<file path="src/rtl/serial_sum_ctrl_pkg.sv">
// Shared definitions for the serial summing controller: default sizes,
// controller state encoding and the operand-count clamp.
package serial_sum_ctrl_pkg;

  localparam int unsigned DEF_DATAWIDTH = 8;
  localparam int unsigned DEF_SUMWIDTH  = 32;
  localparam int unsigned DEF_MAXOPS    = 16;

  typedef enum logic [1:0] {
    S_IDLE  = 2'd0,
    S_ACCUM = 2'd1,
    S_DONE  = 2'd2
  } state_t;

  function automatic logic [4:0] clamp_ops(input logic [4:0] n, input logic [4:0] max_n);
    return (n > max_n) ? max_n : n;
  endfunction

endpackage

</file>
<file path="src/rtl/serial_sum_ctrl_add.sv">
// Plain modulo-2^WIDTH adder used as the accumulation datapath.
module ADD #(
  parameter int unsigned WIDTH = 32
) (
  input  logic [WIDTH-1:0] a_i,
  input  logic [WIDTH-1:0] b_i,
  output logic [WIDTH-1:0] sum_o
);

  assign sum_o = a_i + b_i;

endmodule

</file>
<file path="src/rtl/serial_sum_ctrl.sv">
// Job-based serial accumulator: takes NumOps operands over a valid/ready
// stream, then holds the total on Sum until the consumer handshakes it.
module serial_sum_ctrl
  import serial_sum_ctrl_pkg::*;
#(
  parameter int unsigned DATAWIDTH = DEF_DATAWIDTH,
  parameter int unsigned SUMWIDTH  = DEF_SUMWIDTH,
  parameter int unsigned MAXOPS    = DEF_MAXOPS
) (
  input  logic                 Clk,
  input  logic                 Rst,
  input  logic                 Start,
  input  logic [4:0]           NumOps,
  input  logic [DATAWIDTH-1:0] InData,
  input  logic                 InValid,
  output logic                 InReady,
  output logic [SUMWIDTH-1:0]  Sum,
  output logic                 SumValid,
  input  logic                 SumReady,
  output logic                 Busy
);

  state_t                state_q, state_d;
  logic [SUMWIDTH-1:0]   acc_q, acc_d;
  logic [SUMWIDTH-1:0]   sum_q, sum_d;
  logic [4:0]            cnt_q, cnt_d;
  logic [4:0]            ops_clamped;
  logic [SUMWIDTH-1:0]   add_res;

  assign ops_clamped = clamp_ops(NumOps, 5'(MAXOPS));

  ADD #(.WIDTH(SUMWIDTH)) u_add (
    .a_i   (acc_q),
    .b_i   (SUMWIDTH'(InData)),
    .sum_o (add_res)
  );

  always_comb begin
    state_d = state_q;
    acc_d   = acc_q;
    sum_d   = sum_q;
    cnt_d   = cnt_q;
    unique case (state_q)
      S_IDLE: begin
        if (Start) begin
          if (ops_clamped == 5'd0) begin
            sum_d   = '0;
            state_d = S_DONE;
          end else begin
            cnt_d   = ops_clamped;
            acc_d   = '0;
            state_d = S_ACCUM;
          end
        end
      end
      S_ACCUM: begin
        if (InValid) begin
          acc_d = add_res;
          cnt_d = cnt_q - 5'd1;
          // Last operand goes straight into the result register.
          if (cnt_q == 5'd1) begin
            sum_d   = add_res;
            state_d = S_DONE;
          end
        end
      end
      S_DONE: begin
        if (SumReady) state_d = S_IDLE;
      end
      default: state_d = S_IDLE;
    endcase
  end

  always_ff @(posedge Clk) begin
    if (Rst) begin
      state_q <= S_IDLE;
      acc_q   <= '0;
      sum_q   <= '0;
      cnt_q   <= '0;
    end else begin
      state_q <= state_d;
      acc_q   <= acc_d;
      sum_q   <= sum_d;
      cnt_q   <= cnt_d;
    end
  end

  assign InReady  = (state_q == S_ACCUM);
  assign SumValid = (state_q == S_DONE);
  assign Busy     = (state_q != S_IDLE);
  assign Sum      = sum_q;

endmodule

</file>
<file path="config.mk">
export PLATFORM = sky130hd
export DESIGN_NAME = serial_sum_ctrl
export DESIGN_NICKNAME = d
export VERILOG_FILES = /design/src/rtl/serial_sum_ctrl_pkg.sv /design/src/rtl/serial_sum_ctrl_add.sv /design/src/rtl/serial_sum_ctrl.sv
export SDC_FILE = /design/constraint.sdc
export NUM_CORES = 1
export LEC_CHECK = 0
export CAP_MARGIN = 20
export CORE_ASPECT_RATIO = 1.75
export CORE_MARGIN = 4
export CORE_UTILIZATION = 58
export DETAILED_ROUTE_END_ITERATION = 7
export PLACE_DENSITY_LB_ADDON = 0.1
export SLEW_MARGIN = 20
export SYNTH_ARGS = -nofsm -noshare
export SYNTH_HDL_FRONTEND = slang
export SYNTH_HIERARCHICAL = 1
export SYNTH_SLANG_ARGS = --single-unit
export TNS_END_PERCENT = 100
</file>
<file path="constraint.sdc">
create_clock -name Clk -period 4 [get_ports Clk]
set_clock_uncertainty 0.15 [all_clocks]
set_input_delay 0.8 -clock Clk [delete_from_list [all_inputs] [get_ports Clk]]
set_output_delay 0.8 -clock Clk [all_outputs]
set_load 0.005 [all_outputs]
</file>
# Yosys cells after proc, flatten, opt, wreduce, memory -nomap -nowiden
# Index checks and enable logic that the tools add are counted.
[word_totals]
ff_bits = 71
input_bits = 18
elab_cells = 43
[op_classes]
addsub = 2
order_cmp = 1
n_eq_ne = 9
muxes = 20
n_reduce_logical = 7
[op_table]
columns = ["op", "count"]
rows = [
  ["32-bit 2-to-1 mux", 7],
  ["32-bit case mux with 2 select lines", 2],
  ["32-bit by 8-bit adder with 32-bit output", 1],
  ["5-bit 2-to-1 mux", 4],
  ["2-bit 2-to-1 mux", 5],
  ["5-bit case mux with 2 select lines", 1],
  ["2-bit inequality test (second input constant)", 4],
  ["4-bit AND reduction", 2],
  ["2-bit case mux with 3 select lines", 1],
  ["5-bit by 1-bit equality test with 1-bit output (second input constant)", 1],
  ["5-bit > comparator (second input constant)", 1],
  ["5-bit zero test", 1],
  ["5-bit AND reduction", 1],
  ["5-bit by 1-bit subtractor with 5-bit output (second input constant)", 1],
  ["2-bit by 1-bit inequality test with 1-bit output (second input constant)", 2],
  ["2-bit nonzero test", 2],
  ["2-bit by 1-bit equality test with 1-bit output (second input constant)", 1],
  ["2-bit equality test (second input constant)", 1],
  ["2-bit zero test", 1],
]

# Depth between registers and ports, before layout
# Gate-level depths: netlist of run 1.
[logic_depth]
ltp_word = 6
mapped_depth = 10

# Hierarchy
# Netlist of run 1, hierarchy kept.
[by_module_without_submodules]
columns = ["module", "n_inst", "cells_each", "area_each_um2", "seq_area_each_um2"]
rows = [
  ["serial_sum_ctrl", 1, 358, 3049.2, 1421.4],
  ["ADD", 1, 275, 2045.7, 0.0],
]

# Least setup slack after synthesis of run 1
# Ideal clock, no wire load.
[synth_path]
path_kind = "in2reg"
startpoint = "input InData[0]"
endpoint = "register sum_q[26] (netlist: Sum[26])"
t_arrival_ns = 3.005
required_ns = 3.780
setup_slack_ns = 0.774
stages = 10
n_path_buf = 0
cell_sequence = "ha_1 -> fa_1 -> a21o_1 -> a311oi_1 -> or4_4 -> a2111oi_4 -> or4_1 -> nand3_1 -> nand4_1 -> a21oi_1"
[synth_via]
elab_chain_len = 4
[synth_rtl]
columns = ["item", "line", "text"]
rows = [
  ["start, declared", "serial_sum_ctrl.sv:14", "input logic [DATAWIDTH-1:0] InData,"],
  ["32-bit by 8-bit adder with 32-bit output", "serial_sum_ctrl_add.sv:10", "assign sum_o = a_i + b_i;"],
  ["named net add_res[26]", "serial_sum_ctrl.sv:28", "logic [SUMWIDTH-1:0] add_res;"],
  ["32-bit 2-to-1 mux", "serial_sum_ctrl.sv:61", "if (cnt_q == 5'd1) begin"],
  ["32-bit 2-to-1 mux", "serial_sum_ctrl.sv:57", "if (InValid) begin"],
  ["32-bit case mux with 2 select lines", "serial_sum_ctrl.sv:43", "unique case (state_q)"],
  ["end signal, assigned", "serial_sum_ctrl.sv:83", "sum_q <= sum_d;"],
  ["end, declared", "serial_sum_ctrl.sv:25", "logic [SUMWIDTH-1:0] sum_q, sum_d;"],
]
# The timed path passes the listed nets, and every way through them passes these cells. The select of a mux whose other input is x is not followed.
# A chain may end at the register's enable or synchronous reset.

# Worst setup path in the final report of run 1
# Same ends and word-level chain as after synthesis.

==> results.yml, run 1 <==
sta:
  timing.final.crit_period_ns: 3.610
  period_share_pct: 90.25
  setup_tns_ns: 0
  finalSetupViolCount: 0
  finalMaxSlewViolations: 0
  tightest_slew_ns: 0.7740
  finalWorstSetupSlack_ns: 0.3899
  rsz0062_at_grt: "false"
  fin_hold_ws_ns: 0.3139
  max_freq_mhz: 277.0
  relSlewSlack_pct: 48.40
  hold_viol: 0
cts:
  cts_root_buf: "clkbuf_16"
  cts_resized: 0
  clk_pin_slew_ns: 0.06
  cts_made_buffers: 9
  cts_tree: "done"
  clock_latency_ns: 0.33
  cts-hold-fix-buffers: 0
  cts.sinks: 71
  ctsLongestPathBuffers: 2
  cts_setup_buffers: 0
  htree_levels: 3
setup_path:
  path_depth: 11
  arrival_ns: 3.72
  slowest_stage: "or4_1"
  critPathKind: "input pin to register"
  cpPeakStageDelay_ns: 0.55
  crit_required_ns: 4.11
  worstPathCellList: "clkdlybuf4s50_1 -> ha_1 -> fa_1 -> a21o_1 -> a311oi_1 -> or4_4 -> a2111oi_4 -> or4_1 -> nand3_1 -> nand4_1 -> a21oi_1"
  crit_start: "InData[0]"
  cp-end-kind: "register"
  path_buf_inv: 1
  critPathTopFamily: "simple AND/OR/NAND/NOR gates"
  cp-start-kind: "input pin"
  critPathMaxFanout: 4
  rr_startpoint: "acc_q[0]$_SDFFE_PP0P_"
  r2r_cells: 10
yosys:
  synth-compound-area-share_pct: 29.08
  synth_seq_cells: 71
  yosysTopAreaCellShare_pct: 27.90
  synth_top_family_by_area: "compound AO/OA/AOI/OAI gates"
  ys_async_sr_fraction_pct: 0
  ys.flop_type: "dfxtp_1"
  ys_warn_count: 6
  synth.avg_cell_area_um2: 8.049
  synth_edf_count: 0
  synth_top_area_cell: "dfxtp_1"
  seq_area_frac_synth_pct: 27.90
  netlist_top_cells_area: "dfxtp_1, a21oi_1, ha_1, nand4_1, o21ai_0"
  synthMuxAreaShare_pct: 1.203
  synthAdderAreaFrac_pct: 8.497
  synthCells: 633
  synth-xor-area-share_pct: 3.954
  netlist_area_um2: 5095
  synth_cell_types: 83
  synthSimpleGateAreaFrac_pct: 22.84
placed_design:
  routabilityCongestion: 0.9017
  hpwlAfterDp_um: 10230
  placed_cell_area_um2: 5662
  port-buffer-count: 52
  dp.cells: 791
  place_ws_ns: 0.1056
floorplan:
  row_count: 45
  fp.dieH_um: 132.0
  die_area_um2: 10410
  initial_core_util_pct: 59.14
  die_x_um: 78.85
  pin_count: 53
  coreArea_um2: 8615
route:
  num_vias: 4991
  drc: 0
  drt-vias-per-instance: 6.185
  dr.first_iter.drc_count: 331
  drt_first_pass_iters: 5
  wl_per_cell_um: 17.61
  ant_nets: 0
  postRouteWirelength_um: 14210
hold_path:
  hp-start: "acc_q[4]$_SDFFE_PP0P_"
  holdCritPathClass: "register to register"
  worst_hold_path.num_cells: 2
power:
  irDropWorstVdd_uv: 293.2
  p_per_area_nw_per_um2: 404.2
  power_mw: 2.410
  power_leakage_nw: 2.279
finish:
  areaGrowthSynthToFinish_pct: 17.02
  fin_nets: 737
  mostFrequentLayoutCells: "a21oi_1, dfxtp_1, nand2_1, clkdlybuf4s50_1, o21ai_0"
  final_util_pct: 69.21
  num_antenna_cells: 0
  finalNonFillerCells: 807
  final_common_cell: "a21oi_1"
  drive_gt1_share_pct: 9.855
  stdcell_area_um2: 5962
global_route:
  grt_start_max_net_pins: 69
  grt_first_pass_wirelength_um: 23670
  antenna_found_initial: 0
  overflow: 0
  grt_usage_pct: 28.16
  grt_pass1_vias: 4923
run:
  maxCapViolCount: 0
status:
  status: "finished, final reports clean"
-- flip-flops by register name, indices dropped and copies added, names as in the netlist --
name / flops
Sum: 32
state_q: 2
acc_q: 32
cnt_q: 5
-- power breakdown --
part           internal [mW]  total [mW]  switching [mW]
combinational          0.283       0.806           0.523
clock                  0.500       0.809           0.309
sequential             0.756       0.795          0.0398
-- cells in the mapped netlist (3+ instances only) --
master    number
clkbuf_1      24
inv_1         14
a211oi_1       8
o21ai_0       46
buf_4          5
nand2_1       56
a21o_1        15
a21oi_2        9
nand2b_1       6
o31a_1         3
o21ai_1        4
xnor2_1       13
xor2_1        10
a211o_1        3
and4_1         5
o21a_1         5
nand4_1       37
buf_6          5
nand3_2        9
nand3_1       32
nor3_1         5
or4_1          3
nor3b_1        5
nor2_1        26
o21bai_1       3
ha_1          33
o21a_2         3
mux2i_1        5
buf_2          9
dfxtp_1       71
a21oi_1       90
nor2b_1        5
o211ai_1       6
-- worst min-delay path, stage by stage, from the launching register on --
cell	delay, ns
dfxtp_1	0.31
nand2_1	0.05
a21oi_1	0.05
-- cell type report --
cell class / count / area (µm²)
Fill cell: 741 / 2653
Clock buffer: 11 / 242.7
Tap cell: 117 / 146.4
Multi-Input combinational cell: 524 / 3435
Inverter: 15 / 56.30
Timing Repair Buffer: 64 / 603.1
Sequential cell: 71 / 1421
Clock inverter: 5 / 57.56
-- per-layer routing --
metal	track usage, %	part of all wire [%]	vias up
li1	-	-	2435
met1	31.03	39	2356
met2	50.80	53	164
met3	5.472	4.5	36
met4	13.10	3.5	0
met5	0	0	-
-- cell families (layout without fill, tap and decap cells) --
kind of cell | Yosys count | after routing
buffers and inverters | 61 | 95
XOR/XNOR | 23 | 23
AO/OA/AOI/OAI | 227 | 227
multiplexers | 6 | 6
AND/OR/NAND/NOR | 210 | 210
other | 1 | 24
flip-flops | 71 | 71
adder cells (fa/ha/maj) | 34 | 34
-- worst paths after layout --
check	end	slack [ns]
worst min-delay path	acc_q[4]$_SDFFE_PP0P_	0.31
worst min register to register	acc_q[4]$_SDFFE_PP0P_	0.31
worst max-delay path	Sum[26]$_SDFFE_PP0P_	0.39
worst max register to register	Sum[26]$_SDFFE_PP0P_	0.95
Power figures use the tool's default switching activity.
==> run 2, diff against run 1 <==
- PLACE_DENSITY_LB_ADDON: 0.1 -> 0.08
==> results.yml, run 2 (same netlist as run 1, synthesis figures left out) <==
placed_design:
  port-buffer-count: 52
  placed_cell_area_um2: 5649
  routabilityCongestion: 0.8998
  place_ws_ns: 0.1361
  hpwlAfterDp_um: 9999
floorplan:
  initial_core_util_pct: 59.14
  die_area_um2: 10410
  coreArea_um2: 8615
  pin_count: 53
  row_count: 45
  die_x_um: 78.85
  fp.dieH_um: 132.0
setup_path:
  critPathKind: "input pin to register"
  crit_required_ns: 4.12
  cp-end-kind: "register"
  arrival_ns: 3.67
  critPathMaxFanout: 4
  cp-start-kind: "input pin"
power:
  irDropWorstVdd_uv: 275.8
  p_clk_share_pct: 33.1
  power_leakage_nw: 2.271
  sw_frac_of_total_pct: 36.80
  p_per_area_nw_per_um2: 403.0
  internal-power_mw: 1.512
  power_switching_uw: 880.7
  p_seq_share_pct: 33.3
  combPwrFrac_pct: 33.7
cts:
  htree_levels: 3
  cts_made_buffers: 9
  cts_root_buf: "clkbuf_16"
  clock_latency_ns: 0.34
  clk_pin_slew_ns: 0.06
  cts-hold-fix-buffers: 0
  cts_tree: "done"
  ctsLongestPathBuffers: 2
  cts_resized: 0
  cts_setup_buffers: 0
  cts.sinks: 71
sta:
  max_freq_mhz: 281.9
  tightest_slew_ns: 1.007
  setup_tns_ns: 0
  rsz0062_at_grt: "false"
  finalSetupViolCount: 0
  finalWorstSetupSlack_ns: 0.4527
  finalMaxSlewViolations: 0
  hold_viol: 0
  timing.final.crit_period_ns: 3.547
  relSlewSlack_pct: 32.87
  period_share_pct: 88.68
route:
  postRouteWirelength_um: 14470
  num_vias: 5052
  ant_nets: 0
  drc: 0
  wl_per_cell_um: 17.98
  dr.first_iter.drc_count: 332
  drt_first_pass_iters: 5
  drt-vias-per-instance: 6.276
finish:
  nFillCells: 769
  multi_input_area_um2: 3435
  areaGrowthSynthToFinish_pct: 16.55
  drive_gt1_share_pct: 9.738
  fin_nets: 735
  final_common_cell: "a21oi_1"
  seq_area_um2: 1421
  mostFrequentLayoutCells: "a21oi_1, dfxtp_1, nand2_1, clkdlybuf4s50_1, o21ai_0"
  num_antenna_cells: 0
  stdcell_area_um2: 5938
global_route:
  grt_usage_pct: 27.91
  overflow: 0
  grt_first_pass_wirelength_um: 23400
  grt_start_max_net_pins: 69
  grt_pass1_vias: 4832
  antenna_found_initial: 0
hold_path:
  holdCritPathClass: "register to register"
status:
  status: "finished, final reports clean"
run:
  maxCapViolCount: 0
-- run 2: cell count changes in the layout (fill, tap and decap cells not counted), sizes merged --
cell / previous run / this run
clkinv: 4 / 6
buf: 13 / 11
clkbuf: 11 / 9
-- run 2: power by group through the flow --
stage	Sequential, mW	Clock, mW	Combinational (mW)
floorplan	0.798	0	0.609
global placement	0.808	0	0.760
detailed placement	0.810	0	0.773
CTS	0.795	0.805	0.780
global route	0.801	0.829	0.876
finish	0.796	0.792	0.806
-- run 2: path summary, 6_finish.rpt --
kind / from / to / slack [ns] / cells past startpoint
hold reg to reg: acc_q[17]$_SDFFE_PP0P_ / acc_q[17]$_SDFFE_PP0P_ / 0.31 / 2
hold / removal: acc_q[17]$_SDFFE_PP0P_ / acc_q[17]$_SDFFE_PP0P_ / 0.31 / 2
setup reg to reg: acc_q[0]$_SDFFE_PP0P_ / Sum[26]$_SDFFE_PP0P_ / 0.98 / 10
setup / recovery: InData[0] / Sum[26]$_SDFFE_PP0P_ / 0.45 / 11
-- run 2: worst max-delay path, cell delays in order --
cell and delay [ns]:
clkdlybuf4s50_1 0.40, ha_1 0.23, fa_1 0.42, a21o_1 0.24, a311oi_1 0.35, or4_4 0.21
a2111oi_4 0.08, or4_1 0.54, nand3_1 0.13, nand4_1 0.09, a21oi_1 0.16
-- run 2: layer usage --
metal / vias up / wire length, µm / global-route usage, %
met5: - / 0 / 0
met4: 0 / 363 / 11.66
met3: 31 / 803 / 5.062
met2: 201 / 7781 / 50.47
met1: 2377 / 5524 / 31.44
li1: 2443 / - / -
-- run 2: through the flow --
step	hold WS, ns	total power [mW]	utilization (%)	std cells
after floorplan	0.2906	1.407	-	656
after global placement	0.2974	1.568	65.58	789
after detailed placement	0.3041	1.583	65.58	789
after CTS	0.3120	2.380	68.93	805
after global routing	0.3273	2.506	68.93	805
final	0.3099	2.393	68.93	805
-- run 2: layout make-up --
class | count | share of cell area, %
Inverter | 15 | 0.9482
Multi-Input combinational cell | 524 | 57.84
Sequential cell | 71 | 23.94
Clock inverter | 7 | 1.075
Timing Repair Buffer | 62 | 9.945
Tap cell | 117 | 2.465
Clock buffer | 9 | 3.793
